### src/rtl/serial_sub_pkg.sv
// Shared types and defaults for the bit-serial subtractor.
// No logic: state encoding and default width only.
// No handshake of its own.
package serial_sub_pkg;

    localparam int DEFAULT_WIDTH = 8;

    typedef enum logic [1:0] {
        S_IDLE = 2'd0,
        S_RUN  = 2'd1,
        S_DONE = 2'd2
    } state_t;

endpackage

### src/rtl/full_subtractor.sv
// One-bit full subtractor cell: ai - bi - br.
// Purely combinational, zero latency.
// No handshake.
module full_subtractor (
    input  logic ai,
    input  logic bi,
    input  logic br,
    output logic diff,
    output logic borrow
);

    assign diff   = ai ^ bi ^ br;
    assign borrow = (~ai & bi) | (~(ai ^ bi) & br);

endmodule

### src/rtl/serial_subtractor.sv
// Bit-serial a - b - bin, LSB first, one bit per clock via a single cell.
// Latency: WIDTH cycles from the accepting edge to done; done lasts one cycle.
// start is ignored while busy; start held in DONE chains the next operation.
module serial_subtractor
    import serial_sub_pkg::*;
#(
    parameter int WIDTH = DEFAULT_WIDTH
) (
    input  logic             clk,
    input  logic             rst,
    input  logic             start,
    input  logic [WIDTH-1:0] a,
    input  logic [WIDTH-1:0] b,
    input  logic             bin,
    output logic             busy,
    output logic             done,
    output logic [WIDTH-1:0] d,
    output logic             bout
);

    localparam int CW = $clog2(WIDTH) + 1;

    state_t           r_state;
    state_t           w_state_nxt;
    logic [WIDTH-1:0] r_a;
    logic [WIDTH-1:0] r_b;
    logic [WIDTH-1:0] r_acc;
    logic [WIDTH-1:0] r_d;
    logic             r_br;
    logic             r_bout;
    logic [CW-1:0]    r_count;

    logic             w_load;
    logic             w_last;
    logic             w_diff;
    logic             w_borrow;
    logic [WIDTH-1:0] w_acc_nxt;

    full_subtractor u_cell (
        .ai     (r_a[0]),
        .bi     (r_b[0]),
        .br     (r_br),
        .diff   (w_diff),
        .borrow (w_borrow)
    );

    assign w_load = start && (r_state != S_RUN);
    assign w_last = (r_count == CW'(WIDTH - 1));

    // Each new difference bit enters at the MSB, so after WIDTH shifts bit 0 sits at the LSB.
    generate
        if (WIDTH == 1) begin : g_acc_w1
            assign w_acc_nxt = w_diff;
        end else begin : g_acc_wn
            assign w_acc_nxt = {w_diff, r_acc[WIDTH-1:1]};
        end
    endgenerate

    always_ff @(posedge clk or posedge rst) begin
        if (rst) begin
            r_state <= S_IDLE;
        end else begin
            r_state <= w_state_nxt;
        end
    end

    always_comb begin
        w_state_nxt = r_state;
        case (r_state)
            S_IDLE:  if (start) w_state_nxt = S_RUN;
            S_RUN:   if (w_last) w_state_nxt = S_DONE;
            S_DONE:  w_state_nxt = start ? S_RUN : S_IDLE;
            default: w_state_nxt = S_IDLE;
        endcase
    end

    always_ff @(posedge clk or posedge rst) begin
        if (rst) begin
            r_a     <= '0;
            r_b     <= '0;
            r_acc   <= '0;
            r_d     <= '0;
            r_br    <= 1'b0;
            r_bout  <= 1'b0;
            r_count <= '0;
        end else if (w_load) begin
            r_a     <= a;
            r_b     <= b;
            r_br    <= bin;
            r_acc   <= '0;
            r_count <= '0;
        end else if (r_state == S_RUN) begin
            r_a     <= r_a >> 1;
            r_b     <= r_b >> 1;
            r_acc   <= w_acc_nxt;
            r_br    <= w_borrow;
            r_count <= r_count + 1'b1;
            // Results are published only on the final bit so d never shows a partial value.
            if (w_last) begin
                r_d    <= w_acc_nxt;
                r_bout <= w_borrow;
            end
        end
    end

    assign busy = (r_state == S_RUN);
    assign done = (r_state == S_DONE);
    assign d    = r_d;
    assign bout = r_bout;

endmodule

### config.mk
export PLATFORM = sky130hd
export DESIGN_NAME = serial_subtractor
export DESIGN_NICKNAME = d
export VERILOG_FILES = /design/src/rtl/serial_sub_pkg.sv /design/src/rtl/full_subtractor.sv /design/src/rtl/serial_subtractor.sv
export SDC_FILE = /design/constraint.sdc
export NUM_CORES = 1
export LEC_CHECK = 0
export BUFFER_PORTS_ARGS = -buffer_cell sky130_fd_sc_hd__buf_2
export CAP_MARGIN = 20
export CORE_MARGIN = 1
export CORE_UTILIZATION = 55
export CTS_BUF_LIST = sky130_fd_sc_hd__clkbuf_8
export DETAILED_ROUTE_END_ITERATION = 10
export PLACE_DENSITY = 0.81
export SYNTH_ARGS = -nofsm -noshare
export SYNTH_HDL_FRONTEND = slang
export SYNTH_SLANG_ARGS = --single-unit
### constraint.sdc
create_clock -name clk -period 2.53 [get_ports clk]
set_input_delay 0.506 -clock clk [delete_from_list [all_inputs] [get_ports clk]]
set_output_delay 0.506 -clock clk [all_outputs]
set_load 0.02 [all_outputs]
==> impl_metrics.yaml, run 1 <==
routing:
  wl_per_cell_um: 13.06
  wirelength_um: 2833
  viasPerCell: 5.332
  drt_pass1_iterations: 7
  vias: 1157
  drc: 1
  drt_iter0_markers: 31
  drtAntennaViolNets: 0
die:
  start_util_pct: 59.69
  die_y_um: 57.65
  die_w_um: 57.65
  core_area_um2: 2853
  ioPinCount: 31
  die_area_um2: 3323
  rows: 19
setup_path:
  cpPeakStageDelay_ns: 0.37
  crit_buf_inv: 1
  r2r_end: "r_count[2]"
  cp_slowest_cell: "dfrtp_1"
  worstPathArrival_ns: 1.24
  required_ns: 2.02
  crit_chain: "nor2b_4 > buf_2"
  startpoint_type: "flip-flop"
  crit_type: "flip-flop to output port"
  rrSetupSlack_ns: 0.84
  worst_r2r_path_depth: 4
  cp_top_family: "flip-flops"
  crit_path_end_kind: "output port"
  critPathLaunch: "r_state[0]"
  crit-reg2reg-launch: "r_state[0]"
  cp_max_fo: 17
yosys:
  synth_area_um2: 1703
  muxShareOfSynthArea_pct: 16.53
  synth_edf_count: 0
  synth.largest_area_cell: "dfrtp_1"
  ys_ff_latch: 39
  synth_top_area_share_pct: 57.31
  ys_types: 22
  synth_xor_area_share_pct: 0
  synth_compound_area_share_pct: 8.964
  syn_inst: 154
  synth-main-ff-cell: "dfrtp_1"
  synthArstFlopShare_pct: 100.0
  synthTopCellsByArea: "dfrtp_1, mux2i_1, nand2_1"
  synth_fa_ha_area_share_pct: 1.910
  seq_area_frac_synth_pct: 57.31
  ys_top_cells_by_count: "dfrtp_1, nand2_1, o21ai_0, mux2i_1, mux2_2"
  syn-mean-instance-area_um2: 11.06
  synth_top_family_by_area: "multiplexers"
  mappedNetlistNets: 176
  yosysWarningCount: 0
  synthSimpleGateAreaFrac_pct: 10.87
  synth_most_common_cell: "dfrtp_1"
cells_and_area:
  nFillCells: 240
  seqCellArea_um2: 975.9
  fin_util_pct: 68.77
  syn2layout_area_growth_pct: 15.21
  n_antenna_cell: 0
  multi_input_area_um2: 651.9
  fin_nets: 207
  layout-drive-gt1-share_pct: 27.96
clocking:
  root_buffer: "clkbuf_8"
  cts_tree: "built"
  cts_setup_buffers: 0
  cts_max_path_buffers: 2
  clkSinkCount: 39
  hold_buffers: 0
  clk-insertion-delay-late_ns: 0.29
  cts_buffers: 5
  cts_resized: 0
  clk_pin_slew_ns: 0.07
  htree_levels: 2
sta:
  setup_viol: 0
  skew_ns: 0.004722
  worst_slew_pin_slew_ns: 0.5216
  max_freq_mhz: 571.3
  max_slew_margin_pct: 65.22
  maxSlewViolCount: 0
  fin_crit_ns: 1.751
  rsz0062_at_grt: "no"
  whs_ns: 0.3051
  setup_tns_ns: 0
  timing.final.crit_share_pct: 69.19
  timing_hold_violations_final: 0
global_route:
  grt_usage_pct: 20.62
  grt_pass1_wl_um: 4899
  antenna_found_initial: 0
  grt_max_degree: 42
  gr-total-overflow: 0
  grt_pass1_vias: 1139
outcome:
  violations: "DRC"
  status: "finished with violations"
power:
  p_per_area_nw_per_um2: 1150
  power.leakage_nw: 0.9941
  p_total_mw: 2.256
  vdd.ir_drop.worst_mv: 0.6914
placement:
  globalplace.congestion: 0.6918
  portBuffers: 30
  dp_hpwl_um: 1932
hold_path:
  hp-class: "input port to asynchronous set/reset pin"
flow_run:
  cap_viol_max_count: 0
## logic make-up (layout without fill, tap and decap cells)
group	count (synthesis)	after routing
AND/OR/NAND/NOR	42	42
flip-flops	39	39
AO/OA/AOI/OAI	29	29
multiplexers	27	27
buffers and inverters	15	47
adder cells (fa/ha/maj)	2	2
## area by class of cell
cell class,instances,area share (%)
multi-input cells,100,33.23
flip-flops and latches,39,49.74
inverters,6,1.148
clock buffers,7,4.911
repair buffers,33,8.801
clock inverters,1,0.1913
well taps,31,1.977
## report_power, final
part           internal [mW]  switching [mW]  total [mW]
Clock                  0.245           0.210       0.454
Sequential             0.881           0.160        1.04
Combinational          0.316           0.445       0.761
## routing by layer
layer	share of wire, %	global-route usage [%]	vias up
li1	-	-	574
met1	45	24.24	552
met2	48	33.55	25
met3	4.3	8.036	6
met4	1.9	9.408	0
met5	0	0	-
## flip-flops by register name, indices dropped and copies added (netlist names)
register  cells
d             8
r_a           8
r_b           8
r_acc         7
r_count       4
r_state       2
bout          1
r_br          1
## metrics by stage
| stage | instance area, um^2 | worst slack [ns] | cells |
|---|---|---|---|
| floorplan | 1703 | 1.131 | 154 |
| CTS | 1962 | 0.7626 | 217 |
| global route | 1962 | 0.6949 | 217 |
| detailed placement | 1862 | 0.8319 | 209 |
| global placement | 1862 | 0.9063 | 209 |
| finish | 1962 | 0.7795 | 217 |
## worst reg2reg max path: stages, from the launching register on
cell     delay, ns
dfrtp_1       0.37
nor2b_4       0.34
buf_4         0.39
mux2_2        0.38
mux2i_1       0.13
## cells in the final DEF, fill, tap and decap left out, drive strengths merged
cell type / n
a21oi: 1
a41oi: 1
buf: 33
nor3b: 1
nand2: 34
nand3: 1
a211oi: 1
dfrtp: 39
clkbuf: 7
o21ai: 25
fa: 1
mux2i: 18
mux2: 9
a31oi: 1
ha: 1
clkinv: 1
nor2b: 3
nor2: 2
inv: 6
or2: 1
## worst max-delay path by stage
| stage | endpoint | slack (ns) | cells past startpoint |
|---|---|---|---|
| finish | busy | 0.78 | 2 |
| CTS | busy | 0.76 | 2 |
| global route | busy | 0.69 | 2 |
| detailed placement | r_acc[5] | 0.83 | 4 |
| global placement | r_acc[3] | 0.91 | 4 |
| floorplan | bout | 1.13 | 1 |
Note: power is estimated with default switching activity, not from simulation.
==> inputs of run 2 (changes only) <==
Settings changed: CORE_UTILIZATION 55 to 51, PLACE_DENSITY 0.81 to 0.79.
Clock period 2.53 ns to 1.5 ns, I/O delays scaled along.
==> run 2 against run 1 <==
Effect of this change: the flow finishes with violations (setup timing); clock skew is 0.0012 ns higher; worst setup slack worse by 0.81 ns; sequential share of layout area shrank 4.4 points; critical path depth is 3 higher; clock power is 68% higher; wire length rose by 23%; combinational power is 140% higher; die area up 7.6%; final cell count increased by 11%; critical endpoint is now d[5].
==> impl_metrics.yaml, run 2 (synthesis gave the netlist of run 1 again) <==
outcome:
  status: "finished with violations"
  violations: "setup timing"
routing:
  drt_pass1_iterations: 4
  drt_iter0_markers: 22
  drtAntennaViolNets: 0
  vias: 1229
  viasPerCell: 5.121
  drc: 0
  wirelength_um: 3477
  wl_per_cell_um: 14.49
die:
  core_area_um2: 3103
  rows: 20
  die_w_um: 59.79
  ioPinCount: 31
  die_area_um2: 3574
  die_y_um: 59.79
  start_util_pct: 54.88
cells_and_area:
  seqCellArea_um2: 975.9
  final_common_cell: "dfrtp_1"
  nFillCells: 243
  layout_common_cells: "dfrtp_1, nand2_1, buf_2"
  n_antenna_cell: 0
  layout-drive-gt1-share_pct: 32.65
  syn2layout_area_growth_pct: 26.52
  fin_nets: 217
  multi_input_area_um2: 675.6
sta:
  max_slew_margin_pct: 67.67
  skew_ns: 0.005909
  setup_viol: 7
  whs_ns: 0.1055
  max_freq_mhz: 654.5
  maxSlewViolCount: 0
  fin_crit_ns: 1.528
  rsz0062_at_grt: "yes"
  timing.final.crit_share_pct: 101.9
  setup_tns_ns: -0.1526
  finalWorstSetupSlack_ns: -0.02779
  timing_hold_violations_final: 0
  worst_slew_pin_slew_ns: 0.4850
power:
  pwr-share-seq_pct: 40.9
  vdd.ir_drop.worst_mv: 1.100
  p_per_area_nw_per_um2: 2001
  power.leakage_nw: 1.098
  p_int_mw: 2.807
  comb_power_share_pct: 41.5
  p_clk_share_pct: 17.6
  p_sw_share_pct: 34.90
  p_total_mw: 4.311
  p_sw_mw: 1.505
global_route:
  gr-total-overflow: 0
  grt_pass1_wl_um: 5692
  grt_usage_pct: 22.37
  grt_pass1_vias: 1305
  grt_max_degree: 40
  antenna_found_initial: 0
hold_path:
  hp-class: "input port to asynchronous set/reset pin"
flow_run:
  cap_viol_max_count: 0
clocking:
  htree_levels: 2
  clk-insertion-delay-late_ns: 0.29
  cts_buffers: 5
  cts_max_path_buffers: 2
  clkSinkCount: 39
  clk_pin_slew_ns: 0.07
  root_buffer: "clkbuf_8"
  cts_tree: "built"
setup_path:
  crit_type: "flip-flop to flip-flop"
  cp_max_fo: 6
  crit_path_end_kind: "flip-flop"
  required_ns: 1.68
  worstPathArrival_ns: 1.70
  startpoint_type: "flip-flop"
  worst_r2r_path_depth: 5
placement:
  globalplace.congestion: 0.6973
  dp_hpwl_um: 2054
  portBuffers: 30
[run 2: cell types whose count changed in the layout (fill, tap and decap cells not counted)]
cell	change
nand2_2	+1
bufbuf_16	+2
ha_2	+1
nand2_1	-1
buf_2	-1
ha_1	-1
buf_4	+7
mux2_2	-5
mux2_4	+5
buf_12	+2
[run 2: worst max-delay path, cell delays in order, from the launching register on]
cell and delay, ns:
dfrtp_1 0.37, ha_2 0.22, nand2_2 0.08, nor3b_2 0.23
buf_4 0.20, mux2_4 0.31
[run 2: layout make-up]
class | count | area share [%]
inverters | 6 | 1.045
flip-flops and latches | 39 | 45.30
multi-input cells | 100 | 31.36
clock buffers | 7 | 4.472
well taps | 44 | 2.555
clock inverters | 1 | 0.1742
repair buffers | 43 | 15.10
[run 2: path summary, 6_finish.rpt]
| check | startpoint | endpoint | slack [ns] |
|---|---|---|---|
| max in group asynchronous | rst | r_b[7] | 1.05 |
| worst max register to register | r_count[1] | d[5] | -0.03 |
| min in group clk | b[7] | r_b[7] | 0.26 |
| worst min register to register | r_a[7] | r_a[6] | 0.48 |
| worst max-delay path | r_count[1] | d[5] | -0.03 |
| worst min-delay path | rst | d[5] | 0.11 |
[run 2: repair_timing]
item / in CTS / in global routing
pin swaps: 1 / 2
setup buffers: 1 / 3
endpoints found under the setup margin: 5 / 9
gates cloned: 2 / 0
resized for setup: 1 / 7
hold buffers: 0 / 0
[run 2: through the flow]
| step | utilization (%) | worst slack, ns | cells | cell area [um^2] |
|---|---|---|---|---|
| floorplan | - | 0.1007 | 154 | 1703 |
| global placement | 62.30 | 0.07179 | 226 | 1933 |
| detailed placement | 62.30 | -0.003491 | 226 | 1933 |
| CTS | 67.94 | 0.01309 | 237 | 2108 |
| global route | 69.44 | -0.05061 | 240 | 2155 |
| finish | 69.44 | -0.02779 | 240 | 2155 |
[run 2: power groups by stage]
| stage | clock network (mW) | registers [mW] | logic, mW |
|---|---|---|---|
| after floorplan | 0 | 1.84 | 0.879 |
| after global placement | 0 | 1.74 | 1.34 |
| after detailed placement | 0 | 1.76 | 1.42 |
| after CTS | 0.778 | 1.75 | 1.69 |
| after global routing | 0.834 | 1.81 | 1.96 |
| final | 0.761 | 1.76 | 1.79 |
[run 2: per-layer routing]
layer | wire length (um) | up-vias | GRT usage [%]
li1 | - | 599 | -
met1 | 1564 | 597 | 26.61
met2 | 1717 | 24 | 37.14
met3 | 125 | 9 | 5.844
met4 | 69 | 0 | 11.63
met5 | 0 | - | 0
